--- config.mk ---
export PLATFORM = sky130hd
export DESIGN_NAME = ex_mem_pipe_flat
export DESIGN_NICKNAME = d
export VERILOG_FILES = /design/src/rtl/ex_mem_pipe_if.sv /design/src/rtl/ex_mem_pipe.sv /design/src/flat_wrapper.sv
export SDC_FILE = /design/constraint.sdc
export NUM_CORES = 1
export LEC_CHECK = 0
export ABC_AREA = 1
export BUFFER_PORTS_ARGS = -buffer_cell sky130_fd_sc_hd__buf_2
export CELL_PAD_IN_SITES_DETAIL_PLACEMENT = 1
export CELL_PAD_IN_SITES_GLOBAL_PLACEMENT = 2
export CORE_MARGIN = 2
export CORE_UTILIZATION = 32
export DETAILED_ROUTE_END_ITERATION = 10
export MAX_ROUTING_LAYER = met4
export PLACE_DENSITY_LB_ADDON = 0.1
export SETUP_SLACK_MARGIN = 0.05
export SKIP_LAST_GASP = 1
export SLEW_MARGIN = 0
export SYNTH_ARGS = -nofsm -noshare
export SYNTH_HDL_FRONTEND = slang
export SYNTH_SLANG_ARGS = --single-unit
--- constraint.sdc ---
create_clock -name clk -period 1.9 [get_ports clk]
set_input_delay 0.38 -clock clk [delete_from_list [all_inputs] [get_ports clk]]
set_output_delay 0.38 -clock clk [all_outputs]
set_load 0.02 [all_outputs]
--- src/rtl/ex_mem_pipe_if.sv ---
// EX->MEM write-back bundle: valid/ready handshake plus GPR and CSR write fields.
interface ex_mem_pipe_if #(
    parameter int REG_ADDR_W = 5,
    parameter int REG_DATA_W = 32,
    parameter int CSR_ADDR_W = 12,
    parameter int CSR_DATA_W = 32
) ();
    logic                  valid;
    logic                  ready;
    logic [REG_ADDR_W-1:0] waddr;
    logic [REG_DATA_W-1:0] wdata;
    logic                  we;
    logic                  csr_we;
    logic [CSR_ADDR_W-1:0] csr_waddr;
    logic [CSR_DATA_W-1:0] csr_wdata;

    // Producer side: presents the bundle and observes ready
    modport master (
        output valid, waddr, wdata, we, csr_we, csr_waddr, csr_wdata,
        input  ready
    );

    // Consumer side: receives the bundle and drives ready
    modport slave (
        input  valid, waddr, wdata, we, csr_we, csr_waddr, csr_wdata,
        output ready
    );
endinterface

--- src/rtl/ex_mem_pipe.sv ---
// EX->MEM pipeline register with valid/ready handshake, synchronous flush,
// x0 write squash and an optional two-entry skid buffer that registers in_ready.
module ex_mem_pipe #(
    parameter int REG_ADDR_W  = 5,
    parameter int REG_DATA_W  = 32,
    parameter int CSR_ADDR_W  = 12,
    parameter int CSR_DATA_W  = 32,
    parameter int SKID        = 1,
    parameter int ZERO_SQUASH = 1
) (
    input  logic         clk,
    input  logic         rst,
    input  logic         flush,
    ex_mem_pipe_if.slave  in_bus,
    ex_mem_pipe_if.master out_bus,
    output logic [1:0]   occ
);

    typedef struct packed {
        logic [REG_ADDR_W-1:0] waddr;
        logic [REG_DATA_W-1:0] wdata;
        logic                  we;
        logic                  csr_we;
        logic [CSR_ADDR_W-1:0] csr_waddr;
        logic [CSR_DATA_W-1:0] csr_wdata;
    } bundle_t;

    typedef enum logic [1:0] {
        EMPTY = 2'd0,
        ONE   = 2'd1,
        TWO   = 2'd2
    } state_t;

    state_t  state_q, state_d;
    bundle_t main_q, skid_q, in_b;
    logic    out_valid, in_ready, acc, rel;
    logic    load_main_in, load_main_skid, load_skid;

    assign out_valid = (state_q != EMPTY);
    assign acc       = in_bus.valid & in_ready;
    assign rel       = out_valid & out_bus.ready;

    // Capture the incoming bundle, dropping the write enable for GPR x0 when squashing
    always_comb begin
        in_b           = '0;
        in_b.waddr     = in_bus.waddr;
        in_b.wdata     = in_bus.wdata;
        in_b.we        = in_bus.we & ~((ZERO_SQUASH != 0) && (in_bus.waddr == '0));
        in_b.csr_we    = in_bus.csr_we;
        in_b.csr_waddr = in_bus.csr_waddr;
        in_b.csr_wdata = in_bus.csr_wdata;
    end

    generate
        if (SKID != 0) begin : g_skid
            logic ready_q;

            // Ready is a flop so MEM's ready never reaches EX combinationally
            always_ff @(posedge clk or negedge rst) begin
                if (!rst) ready_q <= 1'b1;
                else      ready_q <= (state_d != TWO);
            end

            assign in_ready = ready_q;
        end else begin : g_noskid
            assign in_ready = ~out_valid | out_bus.ready;
        end
    endgenerate

    // Occupancy state register
    always_ff @(posedge clk or negedge rst) begin
        if (!rst) state_q <= EMPTY;
        else      state_q <= state_d;
    end

    // Next occupancy and entry load selects; flush overrides any handshake
    always_comb begin
        state_d        = state_q;
        load_main_in   = 1'b0;
        load_main_skid = 1'b0;
        load_skid      = 1'b0;
        if (flush) begin
            state_d = EMPTY;
        end else begin
            case (state_q)
                EMPTY: begin
                    if (acc) begin
                        state_d      = ONE;
                        load_main_in = 1'b1;
                    end
                end
                ONE: begin
                    if (acc && rel) begin
                        load_main_in = 1'b1;
                    end else if (acc) begin
                        state_d   = TWO;
                        load_skid = 1'b1;
                    end else if (rel) begin
                        state_d = EMPTY;
                    end
                end
                TWO: begin
                    if (rel) begin
                        state_d        = ONE;
                        load_main_skid = 1'b1;
                    end
                end
                default: state_d = EMPTY;
            endcase
        end
    end

    // Main entry feeds MEM; refilled from EX directly or from the skid entry
    always_ff @(posedge clk or negedge rst) begin
        if (!rst)                main_q <= '0;
        else if (load_main_in)   main_q <= in_b;
        else if (load_main_skid) main_q <= skid_q;
    end

    // Skid entry catches the bundle accepted while MEM is stalled
    always_ff @(posedge clk or negedge rst) begin
        if (!rst)          skid_q <= '0;
        else if (load_skid) skid_q <= in_b;
    end

    // Occupancy count decoded from the state
    always_comb begin
        occ = 2'd0;
        case (state_q)
            ONE:     occ = 2'd1;
            TWO:     occ = 2'd2;
            default: occ = 2'd0;
        endcase
    end

    assign in_bus.ready      = in_ready;
    assign out_bus.valid     = out_valid;
    assign out_bus.waddr     = main_q.waddr;
    assign out_bus.wdata     = main_q.wdata;
    assign out_bus.we        = main_q.we & out_valid;
    assign out_bus.csr_we    = main_q.csr_we & out_valid;
    assign out_bus.csr_waddr = main_q.csr_waddr;
    assign out_bus.csr_wdata = main_q.csr_wdata;

endmodule

--- src/flat_wrapper.sv ---
// flat-port wrapper written by rule: the top's interface ports become plain ports
module ex_mem_pipe_flat 
#(
    parameter int REG_ADDR_W  = 5,
    parameter int REG_DATA_W  = 32,
    parameter int CSR_ADDR_W  = 12,
    parameter int CSR_DATA_W  = 32,
    parameter int SKID        = 1,
    parameter int ZERO_SQUASH = 1
)
  (clk, rst, flush, occ, in_bus_valid, in_bus_waddr, in_bus_wdata, in_bus_we, in_bus_csr_we, in_bus_csr_waddr, in_bus_csr_wdata, in_bus_ready, out_bus_valid, out_bus_waddr, out_bus_wdata, out_bus_we, out_bus_csr_we, out_bus_csr_waddr, out_bus_csr_wdata, out_bus_ready);
  ex_mem_pipe_if #(.REG_ADDR_W(REG_ADDR_W), .REG_DATA_W(REG_DATA_W), .CSR_ADDR_W(CSR_ADDR_W), .CSR_DATA_W(CSR_DATA_W)) in_bus_i ();
  ex_mem_pipe_if #(.REG_ADDR_W(REG_ADDR_W), .REG_DATA_W(REG_DATA_W), .CSR_ADDR_W(CSR_ADDR_W), .CSR_DATA_W(CSR_DATA_W)) out_bus_i ();
  input  logic clk;
  input  logic rst;
  input  logic flush;
  output logic [1:0] occ;
  input wire logic [$bits(in_bus_i.valid)-1:0] in_bus_valid;
  input wire logic [$bits(in_bus_i.waddr)-1:0] in_bus_waddr;
  input wire logic [$bits(in_bus_i.wdata)-1:0] in_bus_wdata;
  input wire logic [$bits(in_bus_i.we)-1:0] in_bus_we;
  input wire logic [$bits(in_bus_i.csr_we)-1:0] in_bus_csr_we;
  input wire logic [$bits(in_bus_i.csr_waddr)-1:0] in_bus_csr_waddr;
  input wire logic [$bits(in_bus_i.csr_wdata)-1:0] in_bus_csr_wdata;
  output wire logic [$bits(in_bus_i.ready)-1:0] in_bus_ready;
  output wire logic [$bits(out_bus_i.valid)-1:0] out_bus_valid;
  output wire logic [$bits(out_bus_i.waddr)-1:0] out_bus_waddr;
  output wire logic [$bits(out_bus_i.wdata)-1:0] out_bus_wdata;
  output wire logic [$bits(out_bus_i.we)-1:0] out_bus_we;
  output wire logic [$bits(out_bus_i.csr_we)-1:0] out_bus_csr_we;
  output wire logic [$bits(out_bus_i.csr_waddr)-1:0] out_bus_csr_waddr;
  output wire logic [$bits(out_bus_i.csr_wdata)-1:0] out_bus_csr_wdata;
  input wire logic [$bits(out_bus_i.ready)-1:0] out_bus_ready;
  assign in_bus_i.valid = in_bus_valid;
  assign in_bus_i.waddr = in_bus_waddr;
  assign in_bus_i.wdata = in_bus_wdata;
  assign in_bus_i.we = in_bus_we;
  assign in_bus_i.csr_we = in_bus_csr_we;
  assign in_bus_i.csr_waddr = in_bus_csr_waddr;
  assign in_bus_i.csr_wdata = in_bus_csr_wdata;
  assign in_bus_ready = in_bus_i.ready;
  assign out_bus_valid = out_bus_i.valid;
  assign out_bus_waddr = out_bus_i.waddr;
  assign out_bus_wdata = out_bus_i.wdata;
  assign out_bus_we = out_bus_i.we;
  assign out_bus_csr_we = out_bus_i.csr_we;
  assign out_bus_csr_waddr = out_bus_i.csr_waddr;
  assign out_bus_csr_wdata = out_bus_i.csr_wdata;
  assign out_bus_i.ready = out_bus_ready;
  ex_mem_pipe #(.REG_ADDR_W(REG_ADDR_W), .REG_DATA_W(REG_DATA_W), .CSR_ADDR_W(CSR_ADDR_W), .CSR_DATA_W(CSR_DATA_W), .SKID(SKID), .ZERO_SQUASH(ZERO_SQUASH)) u_core (.clk(clk), .rst(rst), .flush(flush), .in_bus(in_bus_i), .out_bus(out_bus_i), .occ(occ));
endmodule
# Word level (Yosys, flattened, before mapping)
# Index checks and enable logic that the tools add are counted.
dict set report classes {
  n_eq_ne 3
  mux 20
  bitwise_logic 6
  n_reduce_logical 5
}
# cell n
set op_table {}
lappend op_table {{two-way mux 83 bit} 2}
lappend op_table {{two-way mux 2 bit} 6}
lappend op_table {{two-way mux 1 bit} 9}
lappend op_table {{case mux 2 bit (3 select lines)} 1}
lappend op_table {{bitwise AND 1 bit} 5}
lappend op_table {{logical NOT 5 bit} 1}
lappend op_table {{case mux 2 bit (2 select lines)} 1}
lappend op_table {{nonzero test 2 bit} 2}
lappend op_table {{== test 2 x 1 -> 1 bit, second input constant} 1}
lappend op_table {{== test 2 bit, second input constant} 1}
lappend op_table {{logical NOT 2 bit} 1}
lappend op_table {{inequality test 2 bit, second input constant} 1}
lappend op_table {{case mux 1 bit (2 select lines)} 1}
lappend op_table {{logical AND 1 bit} 1}
lappend op_table {{NOT 1 bit} 1}
dict set report word_totals {
  reg_bits 169
  inputBits 88
  output_inout_bits 87
  elab_cells 48
}

# Logic depth before layout (Yosys ltp)
dict set report logic_depth {
  word_depth 8
  ltp_mapped 8
  depth_no_buf 6
}

# Worst setup path before layout
# No wires, ideal clock.
dict set report synth_path {
  path_type {flip-flop to flip-flop}
  startpoint {register u_core.g_skid.ready_q (netlist: u_core.in_bus.ready)}
  endpoint {register u_core.main_q, in the netlist u_core.out_bus.wdata[10]}
  setup_time_ns 0.117
  t_arrival_ns 1.357
  required_time_ns 1.783
  path_slack_ns 0.426
  path_stages_with_launch 8
  path_buffers 2
  synth_period_minus_slack_ns 1.474
  path_cell_list {dfstp_2 > nand2_1 > nor2_1 > nand3_1 > buf_2 > buf_2 > nand3_1 > nand2_1}
}
dict set report synth_via {
  elab_chain_cells 6
  word_cells_on_any_way 8
  cone_classes {mux (5); bitwise (1); reduce/logical (2)}
}
# element line_no
set synth_lines {}
lappend synth_lines {{start, declared} ex_mem_pipe.sv:56} ;# logic ready_q;
lappend synth_lines {{start signal, assigned} ex_mem_pipe.sv:61} ;# else ready_q <= (state_d != TWO);
lappend synth_lines {{bitwise AND 1 bit *} ex_mem_pipe.sv:40} ;# assign acc = in_bus.valid & in_ready;
lappend synth_lines {{logical AND 1 bit} ex_mem_pipe.sv:93} ;# if (acc && rel) begin
lappend synth_lines {{two-way mux 1 bit} ex_mem_pipe.sv:93}
lappend synth_lines {{case mux 1 bit (2 select lines) *} ex_mem_pipe.sv:85} ;# case (state_q)
lappend synth_lines {{two-way mux 1 bit *} ex_mem_pipe.sv:82} ;# if (flush) begin
lappend synth_lines {{two-way mux 83 bit / nonzero test 2 bit (equally long branches)} n/a}
lappend synth_lines {{end signal, assigned} ex_mem_pipe.sv:116} ;# else if (load_main_in) main_q <= in_b;
lappend synth_lines {{end signal, assigned} ex_mem_pipe.sv:117} ;# else if (load_main_skid) main_q <= skid_q;
lappend synth_lines {{end, declared} ex_mem_pipe.sv:35} ;# bundle_t main_q, skid_q, in_b;
# Mark *: on every way between the ends. The rest lies on a longest branch, timed or not.
# A chain may end at the register's enable or synchronous reset.

# Worst setup path after layout
dict set report layout_path {
  startpoint {register u_core.state_q[1]}
  endpoint {output port occ[1]}
}
dict set report layout_via {
  elab_chain_cells 2
  word_cells_on_any_way 3
  cone_classes {eq/ne (2); mux (1)}
}
# element line_no
set layout_lines {}
lappend layout_lines {{start, declared} ex_mem_pipe.sv:34} ;# state_t state_q, state_d;
lappend layout_lines {{start signal, assigned} ex_mem_pipe.sv:73} ;# else state_q <= state_d;
lappend layout_lines {{== test 2 bit / == test 2 x 1 -> 1 bit (equally long branches)} ex_mem_pipe.sv:129} ;# case (state_q)
lappend layout_lines {{case mux 2 bit (2 select lines) *} ex_mem_pipe.sv:129}
lappend layout_lines {{end, declared} flat_wrapper.sv:17} ;# output logic [1:0] occ;
# Marks and branches as above.

==> reports/results.ini <==
[timing]
finalSetupViolations=0
fin_crit_ns=1.75
skew_ns=0.0115
worstMarginPinSlew_ns=0.532
rsz0062_at_grt=no
maxSlewHeadroom_pct=64.6
tns_ns=0
max_freq_mhz=571
slew_viol_final=0
hold_viol_final=0
fin_crit_sh_pct=92.1

[synthesis]
syn_inst=1108
synth_warnings=0
synth_cell_type_count=22
synth_top_cell_area_share_pct=47.9
yosys.area.top_type=dfrtp_1
ys_seq_elements=169
syn_nets=1196
synth_flop_cell=dfrtp_1
yosysMostFrequentCell=nand2_1
syn_area_per_cell_um2=7.92
synthTopCellsByArea=dfrtp_1 48%, nand2_1 11%, o21ai_1 7.6%, inv_1 7.3%, buf_4 7.1%
synth-async-reset-ratio_pct=100
ys_top_cells_by_count=255 x nand2_1, 171 x inv_1, 168 x dfrtp_1
syn_area_um2=8770
synth-edff-count=0
synth_seq_area_share_pct=48.2

[clock_tree]
cts_inserted_buffers=17
clkLatencyLatePin_ns=0.42
cts_root_buffer=clkbuf_16
cts.sinks=169
cts_buffer_depth=2
cts_tree=yes
cts.clk_slew.worst_paths_ns=0.08
htree_levels=4

[global_route]
grt_max_degree=111
grt.overflow.total=0
grt.total_usage_pct=18.0
grt_pass1_vias=7366
grt_first_pass_wirelength_mm=40.0
antenna_found_initial=3

[setup_path]
crit_type=flop to output pin
startpoint_type=flop
worstPathRequired_ns=1.52
end_kind=output pin
worst-path-max-fanout=5
cp.arrival_ns=1.37
crit_path_top_delay_cell=dfrtp_1
max_stage_delay_ns=0.48
crit_chain=inv_2 > nor2_4 > buf_2

[drt]
wl_met2_mm=11.1
wl_met3_um=680
post_drt_wl_per_cell_um=16.1
first_pass_iters=4
drt-met1-wl_mm=12.5
drc_errors=0
via_count=7179
via_per_inst=4.71
first_iter_violations=483
drt_wl_total_mm=24.5
postRouteAntennaNets=0
top_layer=met4

[placed_design]
place.port_buffers=174
gp_congestion=0.700
dp_cells=1488
placed_area_um2=9470
dp_hpwl_mm=14.8

[pwr]
power_density_nw_per_um2=1110
vdd.ir_drop.worst_mv=0.500
leakagePower_uw=0.00531
finalPower_uw=11300

[floorplan]
core_area_um2=27000
die_area_um2=28800
placementRows=60
fp.dieW_um=170
die_h_um=170
initial_core_util_pct=32.5
io_pins=175

[final_layout]
fin_nets=1256
fin_area_um2=10200
drive_above_1_share_pct=20.8
fin_cells=1525
area_growth_pct=16.0

[hold_path]
hold_path.class=primary input to flop

[status]
outcome=finished clean

[job]
drv_cap=0

-- repair_timing --
item                       CTS  global route
buffers inserted             0             1
hold buffers                 1             0
setup endpoints to repair    0            75
resized for setup            0             1
hold endpoints to repair    35             0
-- sequential cells by signal, indices dropped and copies added, names as in the netlist --
register,cells
u_core.skid_q,83
u_core.out_bus.csr_wdata,32
u_core.out_bus.wdata,32
u_core.out_bus.csr_waddr,12
u_core.out_bus.waddr,5
u_core.main_q,2
u_core.state_q,2
u_core.in_bus.ready,1
-- metal layers --
layer,track usage [%],up-vias
met2,27.3,127
li1,-,3584
met4,4.57,0
met3,2.66,12
met1,25.4,3456
met5,-,-
-- power breakdown --
part	total [µW]	internal, µW	switching, µW
clock	3960	2400	1560
combinational	2490	931	1560
sequential	4880	4420	454
total	11300	7750	3570
-- through the flow --
| step | worst slack (ns) | utilization (%) | hold WS, ns |
|---|---|---|---|
| 2_1_floorplan | 0.426 | - | 0.0844 |
| 3_3_place_gp | 0.126 | 35.2 | 0.364 |
| 3_5_place_dp | 0.103 | 35.2 | 0.369 |
| 4_1_cts | 0.0829 | 37.6 | 0.182 |
| 5_1_grt | 0.0536 | 37.8 | 0.205 |
| 6_report | 0.150 | 37.8 | 0.209 |
-- final cells by class --
type	count	area [µm²]
Antenna cell	3	7.51
Clock buffer	20	447
Clock inverter	12	213
Fill cell	3278	16800
Inverter	173	651
Multi-Input combinational cell	604	2870
Sequential cell	169	4230
Tap cell	341	427
Timing Repair Buffer	203	1330
-- final timing paths --
check / from / cells past startpoint / slack (ns) / endpoint
setup / recovery: u_core.state_q[1] / 3 / 0.15 / occ[1]
setup reg to reg: u_core.in_bus.ready / 6 / 0.20 / u_core.out_bus.csr_wdata[6]
hold reg to reg: u_core.skid_q[44] / 2 / 0.49 / u_core.skid_q[44]
min in group asynchronous: rst / 2 / 0.47 / u_core.out_bus.csr_wdata[15]
max in group asynchronous: rst / 3 / 0.83 / u_core.skid_q[78]
hold / removal: in_bus_wdata[11] / 3 / 0.21 / u_core.skid_q[57]
-- cell families (layout without fill, tap and decap cells) --
kind of cell,Yosys count,after routing,synth area share [%]
AND/OR/NAND/NOR,438,438,22.6
flip-flops,169,169,48.2
other,0,3,0
buffers and inverters,335,408,19.6
AO/OA/AOI/OAI,166,166,9.60
-- critical path: cells and delay by family (launching register included) --
family / cells / cell delay (ns)
buffers and inverters: 2 / 0.29
DFF: 1 / 0.48
and+or+nand+nor: 1 / 0.18
-- placed cells by master (no fill, tap or decap) --
cell | synthesis | layout
dfstp_2 | 1 | 1
clkbuf_16 | 0 | 17
buf_4 | 83 | 10
nand2_4 | 0 | 1
diode_2 | 0 | 3
inv_2 | 2 | 2
inv_6 | 0 | 2
buf_2 | 40 | 173
o21ai_2 | 3 | 3
inv_1 | 171 | 170
nand4_4 | 0 | 1
nand2_8 | 0 | 1
inv_8 | 0 | 2
bufinv_16 | 0 | 5
o21ai_0 | 30 | 30
o21ai_1 | 133 | 133
nand3_1 | 86 | 85
dlygate4sd3_1 | 0 | 1
nor2_1 | 9 | 8
clkbuf_1 | 19 | 2
buf_6 | 13 | 1
nand3_4 | 0 | 1
clkinvlp_4 | 0 | 3
buf_12 | 0 | 17
nor2_4 | 1 | 2
nor3_1 | 1 | 1
nand2_1 | 255 | 254
buf_16 | 0 | 1
nand4_1 | 83 | 83
clkbuf_8 | 0 | 1
dfrtp_1 | 168 | 168
clkinv_2 | 0 | 1
nor2_2 | 1 | 1
No activity file was read; power rests on OpenSTA's default activity.
